===== config.mk =====
export PLATFORM = sky130hd
export DESIGN_NAME = dino_jump_ctrl
export DESIGN_NICKNAME = d
export VERILOG_FILES = /design/src/rtl/dino_jump_ctrl_pkg.sv /design/src/rtl/dino_jump_ctrl_frame_tick_gen.sv /design/src/rtl/dino_jump_ctrl.sv
export SDC_FILE = /design/constraint.sdc
export NUM_CORES = 1
export LEC_CHECK = 0
export ABC_AREA = 0
export CAP_MARGIN = 20
export CORE_MARGIN = 10
export CORE_UTILIZATION = 55
export DETAILED_ROUTE_END_ITERATION = 7
export PLACE_DENSITY = 0.74
export SYNTH_ARGS = -nofsm -noshare
export SYNTH_HDL_FRONTEND = slang
export SYNTH_SLANG_ARGS = --single-unit
export TNS_END_PERCENT = 5

===== constraint.sdc =====
create_clock -name clk -period 8.9 [get_ports clk]
set_clock_uncertainty 0.15 [all_clocks]
set_input_delay 1.335 -clock clk [delete_from_list [all_inputs] [get_ports clk]]
set_output_delay 1.335 -clock clk [all_outputs]
set_load 0.01 [all_outputs]

===== src/rtl/dino_jump_ctrl_pkg.sv =====
// Shared constants and types for the dino game: jump controller states,
// playfield rows and sprite geometry used by renderer, obstacles and physics.
package dino_jump_ctrl_pkg;

  typedef enum logic [1:0] {
    ST_GROUND = 2'd0,
    ST_AIR    = 2'd1,
    ST_FROZEN = 2'd2
  } jump_state_t;

  // Foot-row width (half-res vertical space 0..239) and the signed width
  // used for the next-position arithmetic.
  localparam int POS_W = 9;
  localparam int NXT_W = 10;

  localparam int DINO_GROUND_Y = 200;
  localparam int DINO_CEIL_Y   = 28;
  localparam int DINO_HEIGHT   = 28;
  localparam int DINO_X        = 40;

  localparam int TICK_DIV_DEF  = 1666667;
  localparam int JUMP_V_DEF    = 12;
  localparam int GRAVITY_DEF   = 1;

  // Velocity is 8-bit signed for normal launch speeds; a launch speed that
  // does not fit in 8 bits widens it to the full next-position width so the
  // ceiling clamp still sees the true overshoot.
  function automatic int vel_width(input int jump_v);
    return (jump_v > 127) ? NXT_W : 8;
  endfunction

endpackage


===== src/rtl/dino_jump_ctrl_frame_tick_gen.sv =====
// Frame tick generator: single-cycle strobe every TICK_DIV clocks.
// Free-running; shared by the jump controller and the obstacle scroller.
module frame_tick_gen
  import dino_jump_ctrl_pkg::*;
#(
  parameter int TICK_DIV = TICK_DIV_DEF
) (
  input  logic clk,
  input  logic rst,
  output logic tick
);

  localparam int CNT_W = $clog2(TICK_DIV);
  localparam logic [CNT_W-1:0] LAST = CNT_W'(TICK_DIV - 1);

  logic [CNT_W-1:0] count;

  // Count 0..TICK_DIV-1 and wrap; the strobe marks the last count.
  always_ff @(posedge clk or negedge rst) begin
    if (!rst) begin
      count <= '0;
    end else if (count == LAST) begin
      count <= '0;
    end else begin
      count <= count + CNT_W'(1);
    end
  end

  assign tick = (count == LAST);

endmodule


===== src/rtl/dino_jump_ctrl.sv =====
// Dino jump controller: turns the jump button into a vertical foot position.
// Physics advances once per frame tick, so pos is stable for a whole frame.
// game_over freezes motion (remembering ground/air); restart returns to ground.
module dino_jump_ctrl
  import dino_jump_ctrl_pkg::*;
#(
  parameter int TICK_DIV = TICK_DIV_DEF,
  parameter int GROUND_Y = DINO_GROUND_Y,
  parameter int CEIL_Y   = DINO_CEIL_Y,
  parameter int JUMP_V   = JUMP_V_DEF,
  parameter int GRAVITY  = GRAVITY_DEF
) (
  input  logic             clk,
  input  logic             rst,
  input  logic             jump,
  input  logic             game_over,
  input  logic             restart,
  output logic [POS_W-1:0] pos,
  output logic             airborne,
  output logic             landed
);

  localparam int VEL_W = vel_width(JUMP_V);

  localparam logic        [POS_W-1:0] GROUND_POS = POS_W'(GROUND_Y);
  localparam logic        [POS_W-1:0] CEIL_POS   = POS_W'(CEIL_Y);
  localparam logic signed [NXT_W-1:0] GROUND_CMP = NXT_W'(GROUND_Y);
  localparam logic signed [NXT_W-1:0] CEIL_CMP   = NXT_W'(CEIL_Y);
  localparam logic signed [VEL_W-1:0] LAUNCH_VEL = VEL_W'(JUMP_V);
  localparam logic signed [VEL_W-1:0] GRAV_STEP  = VEL_W'(GRAVITY);

  jump_state_t state, state_nxt;
  jump_state_t prior, prior_nxt;

  logic signed [VEL_W-1:0] vel, vel_nxt;
  logic        [POS_W-1:0] pos_nxt;
  logic signed [NXT_W-1:0] pos_ext, vel_ext, nxt;

  logic tick;
  logic jump_q, rise;
  logic jump_req, jump_req_nxt;
  logic launch, land;
  logic land_pend;
  logic airborne_nxt;

  frame_tick_gen #(
    .TICK_DIV (TICK_DIV)
  ) u_tick (
    .clk  (clk),
    .rst  (rst),
    .tick (tick)
  );

  // Candidate position for this tick, computed in signed 10-bit space so an
  // overshoot above row 0 stays negative and compares correctly.
  assign pos_ext = $signed({1'b0, pos});
  assign vel_ext = NXT_W'(vel);
  assign nxt     = pos_ext - vel_ext;

  assign rise = jump & ~jump_q;

  // State register: current state plus the state to resume after a freeze.
  always_ff @(posedge clk or negedge rst) begin
    if (!rst) begin
      state <= ST_GROUND;
      prior <= ST_GROUND;
    end else begin
      state <= state_nxt;
      prior <= prior_nxt;
    end
  end

  // Next-state logic; priority restart > game_over > landing > launch.
  always_comb begin
    state_nxt = state;
    prior_nxt = prior;
    launch    = 1'b0;
    land      = 1'b0;
    if (restart) begin
      state_nxt = ST_GROUND;
      prior_nxt = ST_GROUND;
    end else if (game_over) begin
      state_nxt = ST_FROZEN;
      if (state != ST_FROZEN) begin
        prior_nxt = state;
      end
    end else begin
      case (state)
        ST_GROUND: begin
          if (tick && jump_req) begin
            state_nxt = ST_AIR;
            launch    = 1'b1;
          end
        end
        ST_AIR: begin
          if (tick && (nxt >= GROUND_CMP)) begin
            state_nxt = ST_GROUND;
            land      = 1'b1;
          end
        end
        ST_FROZEN: begin
          state_nxt = prior;
        end
        default: begin
          state_nxt = ST_GROUND;
        end
      endcase
    end
  end

  // Output / datapath logic: position, velocity, pending jump and airborne flag.
  always_comb begin
    pos_nxt      = pos;
    vel_nxt      = vel;
    jump_req_nxt = jump_req;
    if (restart) begin
      pos_nxt = GROUND_POS;
      vel_nxt = '0;
    end else if (launch) begin
      vel_nxt = LAUNCH_VEL;
    end else if (!game_over && (state == ST_AIR) && tick) begin
      if (nxt >= GROUND_CMP) begin
        pos_nxt = GROUND_POS;
        vel_nxt = '0;
      end else if (nxt < CEIL_CMP) begin
        pos_nxt = CEIL_POS;
        vel_nxt = '0;
      end else begin
        pos_nxt = nxt[POS_W-1:0];
        vel_nxt = vel - GRAV_STEP;
      end
    end

    // A rise only counts while standing on the ground; airborne presses are
    // dropped so there is no double jump.
    if (restart || game_over || launch) begin
      jump_req_nxt = 1'b0;
    end else if (rise && (state == ST_GROUND)) begin
      jump_req_nxt = 1'b1;
    end

    airborne_nxt = (state_nxt == ST_AIR) ||
                   ((state_nxt == ST_FROZEN) && (prior_nxt == ST_AIR));
  end

  // Datapath registers; landed trails the landing tick edge by one clock.
  always_ff @(posedge clk or negedge rst) begin
    if (!rst) begin
      pos       <= GROUND_POS;
      vel       <= '0;
      jump_q    <= 1'b0;
      jump_req  <= 1'b0;
      land_pend <= 1'b0;
      landed    <= 1'b0;
      airborne  <= 1'b0;
    end else begin
      pos       <= pos_nxt;
      vel       <= vel_nxt;
      jump_q    <= jump;
      jump_req  <= jump_req_nxt;
      land_pend <= land;
      landed    <= land_pend & ~restart;
      airborne  <= airborne_nxt;
    end
  end

endmodule


Word level (Yosys, flattened, before mapping)

Index checks and enable logic that the tools add are counted.

Add/subtract/negate cells: 3
Multipliers: 0
Divide/modulo/power cells: 0
Magnitude comparators: 2
Eq/ne operators: 8
Shifts and indexed selects: 0
Muxes and demuxes: 29
Bitwise operators: 4
Reductions and logical operators: 15

Operator list:

| operator                | number |
|---|---|
| $mux W9                 | 5 |
| $mux W8                 | 5 |
| $add A21 B1 Y21 const B | 1 |
| $eq A21 B21 Y1 const B  | 1 |
| $mux W21                | 1 |
| $mux W2                 | 7 |
| $ge A10 B9 Y1 const B   | 1 |
| $lt A10 B6 Y1 const B   | 1 |
| $mux W1                 | 10 |
| $sub A10 B8 Y10         | 1 |
| $sub A8 B2 Y8 const B   | 1 |
| $eq A2 B1 Y1 const B    | 3 |
| $logic_and A1 B1 Y1     | 6 |
| $pmux W2 S3             | 1 |
| $eq A2 B2 Y1 const B    | 2 |
| $ne A2 B2 Y1 const B    | 2 |
| $reduce_bool A2 Y1      | 2 |
| $logic_or A1 B1 Y1      | 3 |
| $reduce_bool A3 Y1      | 1 |
| $and A1 B1 Y1           | 2 |
| $logic_not A2 Y1        | 1 |
| $not A1 Y1              | 2 |
| $reduce_and A2 Y1       | 1 |
| $logic_not A1 Y1        | 1 |

Register bits after elaboration: 47
Latch bits: 0
Bits in writable memories: 0
Memory bits (read-only): 0
Logic and storage cells: 71
Memories: 0

Logic depth before layout (Yosys ltp)

Depth after elaboration: 10
Mapped depth: 12
Gate-level depth less buffers: 11

Modules after synthesis

A second synthesis with hierarchy kept.

Cells, all modules: 318
Area total of the unflattened synthesis: 2975.4 um^2

Modules (own cells, without submodules):

| module         | times used | cells each | area an instance (um^2) | seq. area each (um^2) |
|---|---|---|---|---|
| dino_jump_ctrl | 1          | 218        | 1878.1                  | 654.4 |
| frame_tick_gen | 1          | 100        | 1097.3                  | 525.5 |

Least setup slack after synthesis

OpenSTA, ideal clock, no wires.

Path type: register to register
From: reg pos[0]
To: reg pos[4]
Arrival: 2693 ps
Data required time: 8624 ps
Slack: 5931 ps
Stages on the path, launching flop included: 12
Buffers on the path: 0
Path through: dfrtp_1 > inv_1 > ha_1 > inv_1 > fa_1 > a211oi_1 > o21ai_0 > a211oi_1 > a221oi_1 > and2_1 > o21a_1 > a221o_1

Longest elaborated chain between the ends: 7
Elaborated cells on any way between the ends: 8
Classes of those cells: add/sub (1); order compare (2); mux (5)

Ends and longest elaborated chain:

| element                | RTL line              | text |
|---|---|---|
| from (decl)            | dino_jump_ctrl.sv:18  | `output logic [POS_W-1:0] pos,` |
| from (signal assigned) | dino_jump_ctrl.sv:157 | `pos <= pos_nxt;` |
| $sub A10 B8 Y10 *      | dino_jump_ctrl.sv:58  | `assign nxt = pos_ext - vel_ext;` |
| $lt A10 B6 Y1          | dino_jump_ctrl.sv:125 | `end else if (nxt < CEIL_CMP) begin` |
| $mux W9                | dino_jump_ctrl.sv:125 |  |
| $mux W9 *              | dino_jump_ctrl.sv:122 | `if (nxt >= GROUND_CMP) begin` |
| $mux W9 *              | dino_jump_ctrl.sv:121 | `end else if (!game_over && (state == ST_AIR) && tick) begin` |
| $mux W9 *              | dino_jump_ctrl.sv:119 | `end else if (launch) begin` |
| $mux W9 *              | dino_jump_ctrl.sv:116 | `if (restart) begin` |

Every way passes the cells marked *; elsewhere a longest branch is shown, timed or not. The select of a mux whose other input is x is not followed.
A chain may end at the register's enable or synchronous reset.

Final worst setup path

From: reg pos[0]
To: reg airborne

Longest elaborated chain between the ends: 10
Elaborated cells on any way between the ends: 11
Classes of those cells: add/sub (1); order compare (1); eq/ne (2); mux (4); reduce/logical (3)

Ends and longest elaborated chain:

| element               | RTL line              | text |
|---|---|---|
| $sub A10 B8 Y10 *     | dino_jump_ctrl.sv:58  |  |
| $ge A10 B9 Y1 *       | dino_jump_ctrl.sv:96  | `if (tick && (nxt >= GROUND_CMP)) begin` |
| $logic_and A1 B1 Y1 * | dino_jump_ctrl.sv:96  |  |
| $mux W2 *             | dino_jump_ctrl.sv:96  |  |
| $pmux W2 S3 *         | dino_jump_ctrl.sv:88  | `case (state)` |
| $mux W2 *             | dino_jump_ctrl.sv:82  | `end else if (game_over) begin` |
| $mux W2 *             | dino_jump_ctrl.sv:79  | `if (restart) begin` |
| $eq A2 B2 Y1          | dino_jump_ctrl.sv:143 | `((state_nxt == ST_FROZEN) && (prior_nxt == ST_AIR));` |
| $logic_and A1 B1 Y1   | dino_jump_ctrl.sv:143 |  |
| $logic_or A1 B1 Y1 *  | dino_jump_ctrl.sv:142 | `airborne_nxt = (state_nxt == ST_AIR) \|\|` |
| net airborne_nxt      | dino_jump_ctrl.sv:44  | `logic airborne_nxt;` |
| to (signal assigned)  | dino_jump_ctrl.sv:163 | `airborne <= airborne_nxt;` |
| to (decl)             | dino_jump_ctrl.sv:19  | `output logic airborne,` |

Mark *: on every way through the listed nets, which the timed path passes. The rest lies on a longest branch.

==> summary.md <==
| Metric | Value |
|---|---|
| Outcome | complete, no violations |
| Primary flip-flop cell chosen by synthesis mapping | sky130_fd_sc_hd__dfrtp_1 |
| Post-synth top area cell | sky130_fd_sc_hd__dfrtp_1 |
| Pwr per Cell Area | 119 nW/um^2 |
| Maximum ir drop on the vdd rail | 0.000102 V |
| # rows | 26 |
| Required time worst endpoint | 8.92 ns |
| Detailed-route wire length | 6530 um |
| Detailed Place HPWL | 4850 um |
| Sequential area share after synthesis | 39.4% |
| # port buffers | 15 |
| Starting density of the core | 57.5% |
| Routability congestion estimate | 0.844 |
| Overall die height | 93.8 um |
| Wire length of the first global-routing pass | 11300 um |
| Clock Sinks | 47 |
| Finished Layout Cells | 420 |
| Die extent in x | 93.8 um |
| Clock-pin slew of the registers on the worst-case setup and hold paths | 0.09 ns |
| Clk root buf | sky130_fd_sc_hd__clkbuf_8 |
| Synth Instances | 335 |
| Crit path max-delay cell type | sky130_fd_sc_hd__a211oi_1 |
| Number of hold buffers added after CTS | 0 |
| Final Max Tran Viols | 0 |
| Number of ports placed on the die boundary | 16 |
| Routed Antenna Nets | 0 |
| Post-synth EDFFs | 0 |
| Layout net count | 367 |
| Number of placed instances with taps included | 410 |
| Total die area | 8790 sq um |
| Endpoint kind of the worst setup timing path | flop |
| Startpoint-to-endpoint class of the critical path | reg2reg |
| Growth of design area from synthesis to finish | 10.5% |
| Data arrival time of the critical path | 3.50 ns |
| Highest attainable clock frequency | 287 MHz |
| Worst hold path type | reg2reg |
| Reported leakage power | 1.38 nW |
| Maximum number of pins on one net before global-route repair | 48 |
| #FFs+latches synth | 47 |
| Clock latency reported for the late side of the worst-skew pair | 0.31 ns |
| TritonCTS clock tree | built |
| 1st-iter DRT viols | 199 |
| Share of flip-flops with an asynchronous set or reset | 100% |
| Vias in the first global route | 2379 |
| Number of clock buffers inserted by TritonCTS | 5 |
| Setup Viol. Count Final | 0 |
| Worst rel slew slack | 47.0% |
| Clock Path Buffers | 2 |
| Post-synth top area share | 36.8% |
| Most frequent cells in the layout | sky130_fd_sc_hd__dfrtp_1 (44), sky130_fd_sc_hd__nor2_1 (41), sky130_fd_sc_hd__inv_1 (23), sky130_fd_sc_hd__nand2_1 (23), sky130_fd_sc_hd__nand3_1 (16) |
| Antenna violations before repair | 0 |
| CTS HTree Levels | 2 |
| Pre-Repair DR Iteration Count | 4 |
| Transition time at the pin with the least slew margin | 0.792 ns |
| Total inserted antenna cells | 0 |
| Setup repair after global routing missed its margin | false |
| Share of the clock period used by the worst path | 39.1% |
| Number of cells upsized or downsized after cts | 0 |
| Total nets after synthesis | 353 |
| Post-CTS repair timing setup buffer count | 0 |
| Number of different library cells in the post-synthesis netlist | 64 |
| Setup TNS | 0 ns |
| Post-DR wirelength/cell | 15.5 um |
| Maximum cell stage delay along the critical path | 0.50 ns |
| Overall via count from detail_route | 2491 |
| GRT Overall Usage | 15.4% |
| Final Core Density | 63.6% |
| Top fanout value on the critical path | 15 |
| Number of hold-slack violations in the final timing report | 0 |
| Number of inserted filler cells in the final layout | 437 |
| Average cell area after synthesis | 8.94 sq um |
| Shortest clock period the worst path allows after layout | 3.48 ns |
| Post-detailed-route DRC marker count | 0 |
| Area inside the core boundary | 5200 sq um |
| Global route total overflow | 0 |
| Area of the mapped netlist | 2990 sq um |
| Ranking of synthesized cells by area | sky130_fd_sc_hd__dfrtp_1 (37%), sky130_fd_sc_hd__nor2_1 (5.1%), sky130_fd_sc_hd__ha_1 (5.0%), sky130_fd_sc_hd__xnor2_1 (3.8%), sky130_fd_sc_hd__xor2_1 (3.5%) |
| Via density per instance | 5.93 |
| Ratio of cells with drive above 1 in the final layout | 8.00% |
| Number of warnings issued by yosys | 0 |
| Max Cap Violations | 0 |
| Critical Path Start Type | flop |
| Commonest non-fill, non-tap cell in the layout | sky130_fd_sc_hd__dfrtp_1 |
| Cell Chain, Critical Path | inv_1 -> ha_1 -> inv_1 -> fa_1 -> a211oi_1 -> o21ai_0 -> a211oi_1 -> a31oi_2 -> o31ai_1 -> o32ai_1 |
[final cells by class]
class / instances / area, sq um / share of cell area [%]
clock buffers: 5 / 68.8 / 2.08
clock inverters: 3 / 25.0 / 0.756
inverters: 23 / 86.3 / 2.61
multi-input cells: 254 / 1680 / 50.8
flip-flops and latches: 47 / 1180 / 35.7
well taps: 70 / 87.6 / 2.65
repair buffers: 18 / 180 / 5.45
[cells in the mapped netlist (all sizes together) (4+ instances only)]
library cell and number:
dfrtp 44, nor2 41, nand2 25, inv 23, nand3 17, o21ai 17
nor3 13, xnor2 13, a21oi 12, ha 12, xor2 12, nand4 8
and2 7, nand2b 7, nor4 7, clkbuf 6, a31oi 5, buf 5
nor2b 4, or4b 4
[critical path: cells and delay by family (launching register included)]
family	cells	cell delay, ns
compound gates	6	2.03
fa+ha+maj	2	0.65
flops	1	0.38
buf+inv	2	0.14
[report_power, final]
| group | switching [mW] | leakage, nW | internal [mW] |
|---|---|---|---|
| logic | 0.0279 | 0.706 | 0.0150 |
| registers | 0.00196 | 0.627 | 0.215 |
| clock network | 0.0771 | 0.0443 | 0.0562 |
[stage by stage]
step / setup WS [ns] / total power, mW / instance area (sq um) / hold slack [ns]
2_1_floorplan: 5.93 / 0.250 / 2990 / 0.289
3_3_place_gp: 5.47 / 0.262 / 3190 / 0.299
3_5_place_dp: 5.45 / 0.263 / 3190 / 0.316
4_1_cts: 5.43 / 0.396 / 3280 / 0.328
5_1_grt: 5.06 / 0.411 / 3310 / 0.350
6_report: 5.42 / 0.394 / 3310 / 0.325
[per-layer routing]
layer,vias to the layer above,part of all wire (%),global-route usage (%)
met5,-,0,0
met4,0,0.74,3.16
met3,5,6.2,3.28
met2,65,44,23.1
met1,1204,49,22.0
li1,1217,-,-
[final timing paths]
kind                                start               end  slack [ns]  cells past startpoint
worst min-delay path            land_pend            landed        0.32                      1
worst min register to register  land_pend            landed        0.32                      1
worst max register to register     pos[0]          airborne        5.42                     10
worst max-delay path               pos[0]          airborne        5.42                     10
max in group asynchronous             rst            pos[7]        7.36                      2
min in group asynchronous             rst  u_tick.count[12]        0.71                      1
[sequential cells by signal, indices dropped and copies added, names as in the netlist]
register	flops
u_tick.count	21
jump_q	1
landed	1
pos	9
jump_req	1
prior	2
vel	8
state	2
airborne	1
land_pend	1
[cell families (layout without fill, tap and decap cells)]
logic type | count (synthesis) | count (layout) | share of synthesized area, %
AO/OA/AOI/OAI | 67 | 67 | 15.0
XOR/XNOR | 25 | 25 | 7.31
adder cells (fa/ha/maj) | 13 | 13 | 5.68
buffers and inverters | 34 | 49 | 4.68
flip-flops | 47 | 47 | 39.4
multiplexers | 1 | 1 | 0.334
AND/OR/NAND/NOR | 148 | 148 | 27.6
(Power assumes the default switching activity.)
